<file path="src/rtl/keypad_pkg.sv">
// keypad_pkg: shared state encoding, key map and reset constants for the keypad scanner
package keypad_pkg;

    typedef enum logic [1:0] {SCAN, DEBOUNCE, HELD} state_t;

    localparam logic [3:0] COLS_RESET = 4'b1110;

    // Indexed {row, col}; row 0 is the top row, col 0 the leftmost column
    localparam logic [3:0] KEY_CODES [0:15] = '{
        4'h1, 4'h2, 4'h3, 4'hA,
        4'h4, 4'h5, 4'h6, 4'hB,
        4'h7, 4'h8, 4'h9, 4'hC,
        4'hE, 4'h0, 4'hF, 4'hD
    };

    // Position of the lowest zero bit of an active-low one-cold vector
    function automatic logic [1:0] low_idx(input logic [3:0] v);
        return !v[0] ? 2'd0 : !v[1] ? 2'd1 : !v[2] ? 2'd2 : 2'd3;
    endfunction

endpackage

</file>
<file path="src/rtl/keypad_if.sv">
// keypad_if: keypad matrix lines and decoded key outputs of the scanner
interface keypad_if;
    logic [3:0] rows;
    logic [3:0] cols;
    logic [3:0] s1;
    logic [3:0] s2;
    logic       key_valid;

    modport master (input rows, output cols, s1, s2, key_valid);
    modport slave  (output rows, input cols, s1, s2, key_valid);
endinterface

</file>
<file path="src/rtl/sync_2ff.sv">
// sync_2ff: two-flop synchronizer with all-ones reset value
module sync_2ff #(
    parameter int WIDTH = 1
) (
    input  logic             clk,
    input  logic             reset,
    input  logic [WIDTH-1:0] d,
    output logic [WIDTH-1:0] q
);
    logic [WIDTH-1:0] meta_q;

    // Two-stage capture of an asynchronous input
    always_ff @(posedge clk or posedge reset) begin
        if (reset) begin
            meta_q <= '1;
            q      <= '1;
        end else begin
            meta_q <= d;
            q      <= meta_q;
        end
    end
endmodule

</file>
<file path="src/rtl/keypad_scanner.sv">
// keypad_scanner: 4x4 keypad scan/debounce feeding s1/s2; define KEYPAD_REPEAT_EN for auto-repeat
module keypad_scanner
    import keypad_pkg::*;
#(
    parameter int SCAN_CYCLES     = 24000,
    parameter int DEBOUNCE_CYCLES = 480000,
    parameter int REPEAT_CYCLES   = 12000000
) (
    input  logic     clk,
    input  logic     reset,
    keypad_if.master kp
);
    localparam int SW = $clog2(SCAN_CYCLES);
    localparam int DW = $clog2(DEBOUNCE_CYCLES);
    localparam logic [SW-1:0] SCAN_LAST = SW'(SCAN_CYCLES - 1);
    localparam logic [DW-1:0] DEB_LAST  = DW'(DEBOUNCE_CYCLES - 1);

    state_t        state_q, state_d;
    logic [3:0]    cols_q, cols_d, row_q, row_d;
    logic [3:0]    s1_q, s1_d, s2_q, s2_d;
    logic          key_valid_q, key_valid_d;
    logic [SW-1:0] dwell_q, dwell_d;
    logic [DW-1:0] deb_q, deb_d;
    logic [3:0]    rs, code;
    logic          deb_done, accept, rep_fire;

    sync_2ff #(.WIDTH(4)) u_sync (.clk(clk), .reset(reset), .d(kp.rows), .q(rs));

    assign code     = KEY_CODES[{low_idx(row_q), low_idx(cols_q)}];
    assign deb_done = deb_q == DEB_LAST;

`ifdef KEYPAD_REPEAT_EN
    localparam int RW = $clog2(REPEAT_CYCLES);
    localparam logic [RW-1:0] REP_LAST = RW'(REPEAT_CYCLES - 1);
    logic [RW-1:0] rep_q, rep_d;

    // Repeat timer runs only while the accepted row line is still held low
    always_comb begin
        rep_fire = state_q == HELD && (rs | row_q) != 4'hF && rep_q == REP_LAST;
        rep_d    = (state_q == HELD && (rs | row_q) != 4'hF && !rep_fire) ? rep_q + 1'b1 : '0;
    end

    // Repeat timer register
    always_ff @(posedge clk or posedge reset) begin
        if (reset) rep_q <= '0;
        else       rep_q <= rep_d;
    end
`else
    assign rep_fire = 1'b0;
`endif

    // State, scan and output registers
    always_ff @(posedge clk or posedge reset) begin
        if (reset) begin
            state_q     <= SCAN;
            cols_q      <= COLS_RESET;
            row_q       <= 4'hF;
            dwell_q     <= '0;
            deb_q       <= '0;
            s1_q        <= 4'h0;
            s2_q        <= 4'h0;
            key_valid_q <= 1'b0;
        end else begin
            state_q     <= state_d;
            cols_q      <= cols_d;
            row_q       <= row_d;
            dwell_q     <= dwell_d;
            deb_q       <= deb_d;
            s1_q        <= s1_d;
            s2_q        <= s2_d;
            key_valid_q <= key_valid_d;
        end
    end

    // Next state: column dwell, single-key capture, press and release debounce
    always_comb begin
        state_d = state_q;
        cols_d  = cols_q;
        row_d   = row_q;
        dwell_d = dwell_q;
        deb_d   = deb_q;
        case (state_q)
            SCAN: begin
                dwell_d = dwell_q == SCAN_LAST ? '0 : dwell_q + 1'b1;
                if (dwell_q == SCAN_LAST && $onehot(~rs)) begin
                    state_d = DEBOUNCE;
                    row_d   = rs;
                    deb_d   = '0;
                end else if (dwell_q == SCAN_LAST) begin
                    cols_d = {cols_q[2:0], cols_q[3]};
                end
            end
            DEBOUNCE: begin
                if (rs != row_q) begin
                    state_d = SCAN;
                    dwell_d = '0;
                    cols_d  = {cols_q[2:0], cols_q[3]};
                end else begin
                    state_d = deb_done ? HELD : DEBOUNCE;
                    deb_d   = deb_done ? '0 : deb_q + 1'b1;
                end
            end
            HELD: begin
                deb_d = (rs != 4'hF || deb_done) ? '0 : deb_q + 1'b1;
                if (rs == 4'hF && deb_done) begin
                    state_d = SCAN;
                    dwell_d = '0;
                    cols_d  = {cols_q[2:0], cols_q[3]};
                end
            end
            default: state_d = SCAN;
        endcase
    end

    // Outputs: shift the new code in on an accepted press or a repeat
    always_comb begin
        accept      = state_q == DEBOUNCE && rs == row_q && deb_done;
        key_valid_d = accept || rep_fire;
        s1_d        = key_valid_d ? code : s1_q;
        s2_d        = key_valid_d ? s1_q : s2_q;
    end

    assign kp.cols      = cols_q;
    assign kp.s1        = s1_q;
    assign kp.s2        = s2_q;
    assign kp.key_valid = key_valid_q;
endmodule

</file>
<file path="src/flat_wrapper.sv">
// flat-port wrapper written by rule: the top's interface ports become plain ports
module keypad_scanner_flat import keypad_pkg::*;
#(
    parameter int SCAN_CYCLES     = 24000,
    parameter int DEBOUNCE_CYCLES = 480000,
    parameter int REPEAT_CYCLES   = 12000000
)
  (clk, reset, kp_rows, kp_cols, kp_s1, kp_s2, kp_key_valid);
  keypad_if kp_i ();
  input  logic clk;
  input  logic reset;
  input wire logic [$bits(kp_i.rows)-1:0] kp_rows;
  output wire logic [$bits(kp_i.cols)-1:0] kp_cols;
  output wire logic [$bits(kp_i.s1)-1:0] kp_s1;
  output wire logic [$bits(kp_i.s2)-1:0] kp_s2;
  output wire logic [$bits(kp_i.key_valid)-1:0] kp_key_valid;
  assign kp_i.rows = kp_rows;
  assign kp_cols = kp_i.cols;
  assign kp_s1 = kp_i.s1;
  assign kp_s2 = kp_i.s2;
  assign kp_key_valid = kp_i.key_valid;
  keypad_scanner #(.SCAN_CYCLES(SCAN_CYCLES), .DEBOUNCE_CYCLES(DEBOUNCE_CYCLES), .REPEAT_CYCLES(REPEAT_CYCLES)) u_core (.clk(clk), .reset(reset), .kp(kp_i));
endmodule
</file>
<file path="config.mk">
export PLATFORM = sky130hd
export DESIGN_NAME = keypad_scanner_flat
export DESIGN_NICKNAME = d
export VERILOG_FILES = /design/src/rtl/keypad_pkg.sv /design/src/rtl/keypad_if.sv /design/src/rtl/sync_2ff.sv /design/src/rtl/keypad_scanner.sv /design/src/flat_wrapper.sv
export SDC_FILE = /design/constraint.sdc
export NUM_CORES = 1
export LEC_CHECK = 0
export BUFFER_PORTS_ARGS = -buffer_cell sky130_fd_sc_hd__buf_2
export CORE_ASPECT_RATIO = 1.25
export CORE_MARGIN = 3
export CORE_UTILIZATION = 48
export DETAILED_ROUTE_END_ITERATION = 6
export GPL_TIMING_DRIVEN = 0
export PLACE_DENSITY = 0.67
export RECOVER_POWER = 50
export SLEW_MARGIN = 20
export SYNTH_ARGS = -nofsm -noshare
export SYNTH_HDL_FRONTEND = slang
export SYNTH_SLANG_ARGS = --single-unit
</file>
<file path="constraint.sdc">
create_clock -name clk -period 4.9 [get_ports clk]
set_input_delay 0.98 -clock clk [delete_from_list [all_inputs] [get_ports clk]]
set_output_delay 0.98 -clock clk [all_outputs]
set_load 0.02 [all_outputs]
</file>
==> reports/metrics.yaml, run 1 <==
pwr:
  power-per-cell-area_nw_per_um2: 262
  ir_worst_vdd_uv: 224
  leakage_component_of_the_power_nw: 1.64
placed_design:
  hpwlAfterDp_mm: 4.81
  portBuffers: 18
  dp_cells: 462
  placed_cell_area_um2: 3590
  gp_congestion: 0.803
cts:
  ctsHoldBuffers: 0
  clk_latency_ps: 340
  post_cts.resized_instances: 0
  htree_levels: 3
  post_cts_buffers: 0
  cts_inserted_buffers: 9
  clock_sinks: 61
  clock_tree.buffer_depth: 2
  clock_tree_from_tritoncts: "built"
  cts_root_buffer: "sky130_fd_sc_hd__clkbuf_8"
  clkSlewWorstSetupHoldPaths_ps: 70
logic_synthesis:
  synth_warn: 0
  synthArstFlopShare: 1.00
  synth_cells: 356
  dominantRegCellSynth: "sky130_fd_sc_hd__dfrtp_1"
  sequential_share_of_the_synthesized_area: 0.460
  synth_cell_types: 51
  synth_nets: 378
  postSynthAreaPerCell_um2: 9.43
  synth-seq-cells: 61
  syn-cell-area_um2: 3360
  synth-edff-count: 0
critical_path:
  timing.rr.end: "u_core.deb_q[6]$_DFFE_PP0P_"
  cp_data_required_time_ps: 4810
  critical_path_at_ps: 3330
  r2r_start: "u_core.u_sync.q[2]$_DFF_PP1_"
  crit_path_end_kind: "asynchronous set/reset pin"
  path_max_fanout: 48
  ff2ff_setup_slack_ps: 1520
  startpoint_class: "input pin"
  rr_worst_depth: 11
  timing.setup.critical_path_class: "input pin to asynchronous set/reset pin"
drt:
  first_pass_iters: 4
  detail-route-antenna-nets: 0
  detail_route.iter0.violations: 146
  detail_route.wl_per_cell_um: 14.4
  post-route-drc-count: 0
  routed-via-count: 2729
  route.detailed.vias_per_inst: 5.71
  wl_mm: 6.88
floorplan:
  die_h_um: 99.5
  floorplan.die.width_um: 80.8
  initial_utilization: 0.502
  floorplan.io_pins: 19
  fp-row-count: 33
  core_region_area_um2: 6690
  design.die.area_um2: 8040
layout:
  net_count_final: 408
  fin_area_um2: 3750
  layoutNonFillerInstCount: 478
  antenna_cells: 0
  mostFrequentLayoutCell: "sky130_fd_sc_hd__o21ai_0"
  drive_above_1_share: 0.176
  syn_to_final_growth_pct: 11.8
  layout_common_cells: "sky130_fd_sc_hd__o21ai_0, sky130_fd_sc_hd__nand2_1, sky130_fd_sc_hd__dfrtp_1"
hold_path:
  instance_count_along_the_most_critical_hold_path: 0
  min_delay_worst_endpoint: "u_core.u_sync.q[3]$_DFF_PP1_"
  timing.hold.worst.class: "flip-flop to flip-flop"
  min-delay-start: "u_core.u_sync.meta_q[3]$_DFF_PP1_"
global_route:
  grt_first_pass_wirelength_mm: 12.2
  global_route.overflow_total: 0
  grt_pass1_vias: 2688
  grt_use_total: 0.191
  grt_start_max_net_pins: 49
  antenna_found_initial: 0
timing:
  slew_worst_pin_ps: 2530
  fin_tns_setup_ps: 0
  layout_min_cycle_time_ps: 3420
  clock.fmax_ghz: 0.292
  timing_hold_violations_final: 0
  grt_setup_unrepaired: "no"
  timing.max_slew.rel_slack: -0.690
  setup_viol: 0
  timing.final.crit_share: 0.698
  final-max-slew-violation-count: 49
  skew_ps: 8.43
job:
  max_cap_violations: 1
status:
  violated_checks: "capacitance limit, slew limit"
  run_status: "finished with violations"
-- registers in the layout (all words and copies together), names as in the netlist --
register,flops
u_core.u_sync.meta_q,4
u_core.kp.s2,4
u_core.kp.cols,4
u_core.u_sync.q,4
u_core.kp.key_valid,1
u_core.dwell_q,15
u_core.kp.s1,4
u_core.state_q,2
u_core.row_q,4
u_core.deb_q,19
-- worst max-delay path, cell delays in order --
cell and delay (ps):
sky130_fd_sc_hd__buf_2 100, sky130_fd_sc_hd__clkinvlp_2 380, sky130_fd_sc_hd__clkbuf_1 1850
-- cell usage after synthesis (all sizes together), types with 8 or more instances --
library cell  count  area, um2
a31oi             8       50.1
buf               8       56.3
clkbuf            8       30.0
dfrtp            46       1150
dfstp            15        394
ha               15        188
inv              16       60.1
nand2            47        176
nand3            19        100
nor2             21       78.8
o21ai            49        245
o31ai            14        110
o41ai             9       78.8
-- how the worst max path moves through the flow --
stage / start / end
global placement: u_core.u_sync.q[2]$_DFF_PP1_ / u_core.deb_q[11]$_DFFE_PP0P_
floorplan: u_core.u_sync.q[2]$_DFF_PP1_ / u_core.deb_q[11]$_DFFE_PP0P_
finish: reset / u_core.deb_q[18]$_DFFE_PP0P_
CTS: u_core.u_sync.q[2]$_DFF_PP1_ / u_core.deb_q[6]$_DFFE_PP0P_
detailed placement: u_core.u_sync.q[2]$_DFF_PP1_ / u_core.deb_q[6]$_DFFE_PP0P_
global route: reset / u_core.deb_q[11]$_DFFE_PP0P_
-- area by class of cell --
type | instances | area (um2)
clock inverter | 7 | 68.8
sequential | 61 | 1550
multi-input combinational | 263 | 1670
fill | 633 | 2930
buffer | 16 | 86.3
timing repair buffer | 19 | 93.8
inverter | 16 | 61.3
tap | 87 | 109
clock buffer | 9 | 124
-- routing by layer --
| metal | global-route usage | up-vias | part of all wire | routed length (um) |
|---|---|---|---|---|
| met5 | 0 | - | 0 | 0 |
| met4 | 0.0962 | 0 | 0.018 | 123 |
| met3 | 0.0299 | 8 | 0.023 | 158 |
| met2 | 0.298 | 38 | 0.49 | 3340 |
| met1 | 0.255 | 1331 | 0.47 | 3250 |
| li1 | - | 1352 | - | - |
-- per-stage QoR --
stage | power [mW] | utilization | hold slack (ps) | worst slack (ps)
finish | 0.983 | 0.561 | 357 | 1480
floorplan | 0.537 | - | 345 | 1880
global route | 1.02 | 0.561 | 363 | 905
global placement | 0.544 | 0.532 | 346 | 1590
CTS | 0.998 | 0.565 | 357 | 1510
detailed placement | 0.548 | 0.536 | 347 | 1520
-- kinds of logic after synthesis --
family	share of synthesized area
AOI/OAI and AO/OA	0.182
xor gates and xnor gates	0.0104
adders and majority gates	0.0618
buffers and inverters	0.0436
DFF	0.460
muxes	0.0224
and+or+nand+nor	0.220
-- report_power, final --
part | switching, mW | internal [mW]
Clock | 0.211 | 0.237
Sequential | 0.00220 | 0.510
Combinational | 0.0161 | 0.00724
Note: power is estimated with default switching activity, not from simulation.
==> inputs of run 2 (changes only) <==
ABC_AREA = 1   (was unset)
clock period = 3.25 ns   (was 4.9 ns; I/O delays follow)
==> run 2 against run 1 <==
  * The run now ends clean
  * Setup slack got worse by 1100 ps
  * Sequential cell count unchanged
  * First-iteration DRC count increased by 0.68%
  * Hold slack got worse by 52 ps
  * Count of clock-buffer cells in the layout is 3 higher
  * Combinational power up 57%
  * Die area is 13% higher
  * Routed wire length is 23% higher
  * Clock skew is 1.6 ps higher
  * Register-to-register slack lost 1200 ps
  * Design area up 13%
  * Critical endpoint is now u_core.deb_q[15]$_DFFE_PP0P_
  * Largest power group unchanged
==> reports/metrics.yaml, run 2 <==
pwr:
  power.share.combinational: 0.025
  internal_power_mw: 1.15
  leakage_component_of_the_power_nw: 2.00
  power.share.sequential: 0.522
  switching_power_mw: 0.326
  p_total_mw: 1.48
  power-per-cell-area_nw_per_um2: 348
  power.share.clock: 0.453
  switching_share: 0.221
  ir_worst_vdd_uv: 216
critical_path:
  critical_path_at_ps: 3120
  cp_data_required_time_ps: 3470
  crit_path_end_kind: "flip-flop"
  critical-path-slowest-cell: "sky130_fd_sc_hd__dfstp_2"
  startpoint_class: "flip-flop"
  ff2ff_setup_slack_ps: 350
  timing.critical_path.slowest_cell_delay_ps: 550
  timing.setup.critical_path_class: "flip-flop to flip-flop"
  cp.buffers_inverters: 3
  path_max_fanout: 10
  timing.critical_path.max_delay_family: "adder cells"
  timing.critical_path.cells: "inv_1, ha_1, ha_1, fa_1, nor3b_1, nand3_2, nand2_4, nand2_4, buf_6, buf_6, nor2_1, a21oi_1"
timing:
  timing.max_slew.rel_slack: 0.176
  final-max-slew-violation-count: 0
  timing_hold_violations_final: 0
  setup_viol: 0
  timing.final.crit_share: 0.892
  grt_setup_unrepaired: "no"
  layout_min_cycle_time_ps: 2900
  fin_tns_setup_ps: 0
  slew_worst_pin_ps: 1240
  skew_ps: 10.0
  clock.fmax_ghz: 0.345
status:
  run_status: "complete, no violations"
logic_synthesis:
  netlist.area_leader.share: 0.299
  synth.area.top_cells: "sky130_fd_sc_hd__dfrtp_1, sky130_fd_sc_hd__nand2_1, sky130_fd_sc_hd__dfstp_2"
  syn-cell-area_um2: 3840
  dominantRegCellSynth: "sky130_fd_sc_hd__dfrtp_1"
  synthArstFlopShare: 1.00
  synth-seq-cells: 61
  yosys.area.top_type: "sky130_fd_sc_hd__dfrtp_1"
  synth_nets: 544
  synth_most_common_cell: "sky130_fd_sc_hd__nand2_1"
  sequential_share_of_the_synthesized_area: 0.402
  synth_cell_types: 34
  postSynthAreaPerCell_um2: 7.36
  synth-edff-count: 0
  synth_top_cells_by_count: "sky130_fd_sc_hd__nand2_1, sky130_fd_sc_hd__inv_1, sky130_fd_sc_hd__nor2_1, sky130_fd_sc_hd__dfrtp_1, sky130_fd_sc_hd__nand3_1"
  synth_warn: 0
  synth_cells: 522
drt:
  detail-route-antenna-nets: 0
  post-route-drc-count: 0
  detail_route.wl_per_cell_um: 13.0
  wl_mm: 8.45
  route.detailed.vias_per_inst: 5.24
  detail_route.iter0.violations: 147
  first_pass_iters: 5
  routed-via-count: 3399
cts:
  ctsHoldBuffers: 0
  cts_root_buffer: "sky130_fd_sc_hd__clkbuf_8"
  htree_levels: 3
  post_cts_buffers: 0
  clock_tree_from_tritoncts: "built"
  clkSlewWorstSetupHoldPaths_ps: 70
  clock_tree.buffer_depth: 2
  post_cts.resized_instances: 0
  clk_latency_ps: 340
  clock_sinks: 61
  cts_inserted_buffers: 9
layout:
  top_regs: "u_core.deb_q x19, u_core.dwell_q x15"
  regMostFlops: "u_core.deb_q"
  fin_area_um2: 4250
  drive_above_1_share: 0.151
  syn_to_final_growth_pct: 10.5
  mostFrequentLayoutCell: "sky130_fd_sc_hd__nand2_1"
  flip_flop_count_of_the_largest_register_after_layout: 19
  layout_common_cells: "sky130_fd_sc_hd__nand2_1, sky130_fd_sc_hd__inv_1, sky130_fd_sc_hd__nor2_1"
  antenna_cells: 0
  net_count_final: 574
floorplan:
  core_region_area_um2: 7580
  floorplan.die.width_um: 86.0
  fp-row-count: 35
  die_h_um: 106
  design.die.area_um2: 9120
  floorplan.io_pins: 19
  initial_utilization: 0.507
placed_design:
  portBuffers: 18
  placed_cell_area_um2: 4080
  hpwlAfterDp_mm: 6.23
  gp_congestion: 0.920
global_route:
  grt_first_pass_wirelength_mm: 14.9
  grt_start_max_net_pins: 51
  global_route.overflow_total: 0
  antenna_found_initial: 0
  grt_use_total: 0.203
  grt_pass1_vias: 3308
hold_path:
  timing.hold.worst.class: "input pin to asynchronous set/reset pin"
job:
  max_cap_violations: 0
==> run 2: cell types whose count changed after synthesis, sizes merged, moves of 7 or more <==
cell	delta
nand3	+18
nand2b	-7
nand4	+19
nand2	+108
o41ai	-9
o31ai	-14
inv	+65
nor2	+40
==> run 2: area by class of cell <==
cell class                      count  area, um2
Inverter                           81        305
Clock buffer                       12        145
Fill cell                         721       3330
Tap cell                           92        115
Buffer                              8       63.8
Clock inverter                      4       47.5
Timing Repair Buffer               19       95.1
Multi-Input combinational cell    372       1930
Sequential cell                    61       1550
==> run 2: kinds of logic after synthesis <==
| family | after synthesis | synth area share |
|---|---|---|
| compound gates | 60 | 0.100 |
| xor+xnor | 4 | 0.00912 |
| fa+ha+maj | 16 | 0.0540 |
| buf+inv | 89 | 0.0957 |
| flops | 61 | 0.402 |
| simple gates | 292 | 0.339 |
==> run 2: worst reg2reg max path, stage by stage, from the launching register on <==
cell,delay (ps)
sky130_fd_sc_hd__dfstp_2,550
sky130_fd_sc_hd__inv_1,60
sky130_fd_sc_hd__ha_1,300
sky130_fd_sc_hd__ha_1,220
sky130_fd_sc_hd__fa_1,440
sky130_fd_sc_hd__nor3b_1,370
sky130_fd_sc_hd__nand3_2,150
sky130_fd_sc_hd__nand2_4,150
sky130_fd_sc_hd__nand2_4,70
sky130_fd_sc_hd__buf_6,150
sky130_fd_sc_hd__buf_6,150
sky130_fd_sc_hd__nor2_1,120
sky130_fd_sc_hd__a21oi_1,50
==> run 2: layer usage <==
layer | GRT usage | vias up | wire (um)
met5 | 0 | - | 0
met3 | 0.0481 | 20 | 370
li1 | - | 1732 | -
met2 | 0.342 | 82 | 4150
met4 | 0.0735 | 0 | 196
met1 | 0.250 | 1565 | 3740
==> run 2: final timing paths <==
| check | startpoint | endpoint | depth (start not counted) |
|---|---|---|---|
| min in group clk | u_core.u_sync.meta_q[2]$_DFF_PP1_ | u_core.u_sync.q[2]$_DFF_PP1_ | 0 |
| worst min register to register | u_core.u_sync.meta_q[2]$_DFF_PP1_ | u_core.u_sync.q[2]$_DFF_PP1_ | 0 |
| worst min-delay path | reset | u_core.dwell_q[1]$_DFFE_PP0P_ | 2 |
| worst max-delay path | u_core.u_sync.q[2]$_DFF_PP1_ | u_core.deb_q[15]$_DFFE_PP0P_ | 12 |
| max in group asynchronous | reset | u_core.dwell_q[11]$_DFFE_PP0P_ | 3 |
| worst max register to register | u_core.u_sync.q[2]$_DFF_PP1_ | u_core.deb_q[15]$_DFFE_PP0P_ | 12 |
==> run 2: power groups by stage <==
stage,Combinational (mW),Sequential (mW),Clock (mW)
finish,0.0366,0.772,0.670
global route,0.0447,0.772,0.725
CTS,0.0429,0.771,0.691
detailed placement,0.0428,0.785,0
global placement,0.0361,0.785,0
floorplan,0.0257,0.784,0
==> run 2: stage by stage <==
stage               hold slack (ps)  instances  setup slack, ps   util
floorplan                       345        522              634      -
global placement                346        632              307  0.534
detailed placement              347        633              357  0.538
CTS                             207        649              327  0.564
global route                    320        649              159  0.561
finish                          304        649              350  0.561
==> inputs of run 3 (changes only) <==
CORE_UTILIZATION = 25   (was 48)
PLACE_DENSITY = 0.41   (was 0.67)
==> run 3 against run 2 <==
  * Register-to-register slack worse by 20 ps
  * Cell count up 14%
  * Setup slack worse by 18 ps
  * Largest power group is now the clock network
  * Critical path depth unchanged
==> reports/metrics.yaml, run 3 (synthesized netlist as in run 2, its figures left out) <==
global_route:
  grt_use_total: 0.120
  grt_pass1_vias: 3306
  global_route.overflow_total: 0
  antenna_found_initial: 0
  grt_first_pass_wirelength_mm: 15.9
  grt_start_max_net_pins: 41
pwr:
  power.share.clock: 0.535
  switching_power_mw: 0.384
  power.share.combinational: 0.023
  power-per-cell-area_nw_per_um2: 390
  leakage_component_of_the_power_nw: 2.06
  switching_share: 0.220
  internal_power_mw: 1.36
  power.share.sequential: 0.442
  ir_worst_vdd_uv: 208
cts:
  clkSlewWorstSetupHoldPaths_ps: 50
  htree_levels: 3
  cts_root_buffer: "sky130_fd_sc_hd__clkbuf_16"
  clk_latency_ps: 330
  post_cts.resized_instances: 0
  clock_tree.buffer_depth: 2
  cts_inserted_buffers: 9
  clock_sinks: 61
  ctsHoldBuffers: 0
  post_cts_buffers: 0
  clock_tree_from_tritoncts: "built"
drt:
  detail_route.iter0.violations: 124
  routed-via-count: 3325
  wl_mm: 9.34
  detail_route.wl_per_cell_um: 12.6
  post-route-drc-count: 0
  first_pass_iters: 4
  detail-route-antenna-nets: 0
  route.detailed.vias_per_inst: 4.50
floorplan:
  core_region_area_um2: 15000
  floorplan.die.width_um: 117
  die_h_um: 145
  initial_utilization: 0.256
  fp-row-count: 50
  floorplan.io_pins: 19
  design.die.area_um2: 16900
critical_path:
  timing.rr.end: "u_core.deb_q[13]$_DFFE_PP0P_"
  crit_path_end_kind: "flip-flop"
  ff2ff_setup_slack_ps: 330
  rr_worst_depth: 12
  cp_data_required_time_ps: 3460
  startpoint_class: "flip-flop"
  critical_path_at_ps: 3130
  critical-path-slowest-cell: "sky130_fd_sc_hd__dfstp_2"
  path_max_fanout: 10
  cp.buffers_inverters: 3
  timing.setup.critical_path_class: "flip-flop to flip-flop"
  r2r_start: "u_core.u_sync.q[2]$_DFF_PP1_"
  timing.critical_path.slowest_cell_delay_ps: 540
  timing.critical_path.cells: "inv_1, ha_1, ha_1, fa_1, nor3b_1, nand3_2, nand2_4, nand2_4, buf_6, buf_6, nor2_1, a21oi_1"
  timing.critical_path.max_delay_family: "adder cells"
timing:
  worst_slack_ps: 332
  timing.final.crit_share: 0.898
  timing_hold_violations_final: 0
  clock.fmax_ghz: 0.343
  fin_tns_setup_ps: 0
  slew_worst_pin_ps: 1090
  skew_ps: 5.82
  timing.max_slew.rel_slack: 0.272
  final-max-slew-violation-count: 0
  setup_viol: 0
  grt_setup_unrepaired: "no"
  layout_min_cycle_time_ps: 2920
layout:
  regMostFlops: "u_core.deb_q"
  mostFrequentLayoutCell: "sky130_fd_sc_hd__nand2_1"
  net_count_final: 574
  drive_above_1_share: 0.154
  flip_flop_count_of_the_largest_register_after_layout: 19
  regArea_um2: 1550
  num-fill-cells: 1632
  layoutNonFillerInstCount: 739
  syn_to_final_growth_pct: 16.6
  multi_input_area_um2: 1930
  layout_common_cells: "sky130_fd_sc_hd__nand2_1, sky130_fd_sc_hd__inv_1, sky130_fd_sc_hd__nor2_1"
  antenna_cells: 0
  top_regs: "u_core.deb_q x19, u_core.dwell_q x15"
placed_design:
  hpwlAfterDp_mm: 6.90
  portBuffers: 18
  gp_congestion: 0.884
  dp_cells: 723
  place_worst_setup_slack_ps: 368
job:
  max_cap_violations: 0
hold_path:
  min_delay_worst_endpoint: "u_core.u_sync.q[0]$_DFF_PP1_"
  instance_count_along_the_most_critical_hold_path: 0
  min-delay-start: "u_core.u_sync.meta_q[0]$_DFF_PP1_"
  timing.hold.worst.class: "flip-flop to flip-flop"
status:
  run_status: "complete, no violations"
==> run 3: cell count changes in the layout (fill, tap and decap cells not counted) <==
cell / delta
sky130_fd_sc_hd__clkbuf_8: -9
sky130_fd_sc_hd__buf_16: +1
sky130_fd_sc_hd__inv_4: +3
sky130_fd_sc_hd__clkinvlp_4: -1
sky130_fd_sc_hd__clkbuf_1: -2
sky130_fd_sc_hd__bufinv_16: -1
sky130_fd_sc_hd__clkbuf_2: -1
sky130_fd_sc_hd__clkbuf_16: +10
==> run 3: layout make-up <==
class                   count  share of cell area
inverters                  81              0.0681
clock inverters             5             0.00642
flip-flops and latches     61               0.345
multi-input cells         372               0.431
well taps                 182              0.0508
plain buffers               8              0.0142
repair buffers             19              0.0262
clock buffers              11              0.0589
==> run 3: per-stage QoR <==
step,utilization,power [mW],area [um2],hold WS [ps]
after floorplan,-,0.810,3840,345
after global placement,0.277,0.823,4160,346
after detailed placement,0.279,0.828,4190,347
after CTS,0.299,1.78,4480,289
after global routing,0.299,1.82,4480,358
final,0.299,1.75,4480,355
==> run 3: worst max path at each step <==
stage                                   end  slack, ps  depth (start not counted)                         start
2_1_floorplan  u_core.deb_q[15]$_DFFE_PP0P_        630                         12  u_core.u_sync.q[2]$_DFF_PP1_
3_3_place_gp    u_core.deb_q[6]$_DFFE_PP0P_         90                          2                         reset
3_5_place_dp   u_core.deb_q[16]$_DFFE_PP0P_        370                         13  u_core.u_sync.q[2]$_DFF_PP1_
4_1_cts        u_core.deb_q[16]$_DFFE_PP0P_        340                         13  u_core.u_sync.q[2]$_DFF_PP1_
5_1_grt        u_core.deb_q[16]$_DFFE_PP0P_        170                         13  u_core.u_sync.q[2]$_DFF_PP1_
6_report       u_core.deb_q[13]$_DFFE_PP0P_        330                         12  u_core.u_sync.q[2]$_DFF_PP1_
==> run 3: worst reg2reg max path, delay by kind of cell, from the launching register on <==
family                   cells  cell delay (ps)
AO/OA/AOI/OAI                1               50
AND/OR/NAND/NOR              5              900
adder cells (fa/ha/maj)      3              950
buffers and inverters        3              380
flip-flops                   1              540
==> run 3: metal layers <==
layer	GRT usage	wire, um
met1	0.146	4200
met2	0.199	4590
met3	0.0243	290
met4	0.0598	253
met5	0	0
==> run 3: power groups by stage <==
| stage | logic, mW | clock network (mW) | registers, mW |
|---|---|---|---|
| floorplan | 0.0257 | 0 | 0.784 |
| global placement | 0.0381 | 0 | 0.785 |
| detailed placement | 0.0430 | 0 | 0.785 |
| CTS | 0.0431 | 0.970 | 0.772 |
| global route | 0.0473 | 1.00 | 0.773 |
| finish | 0.0405 | 0.935 | 0.772 |
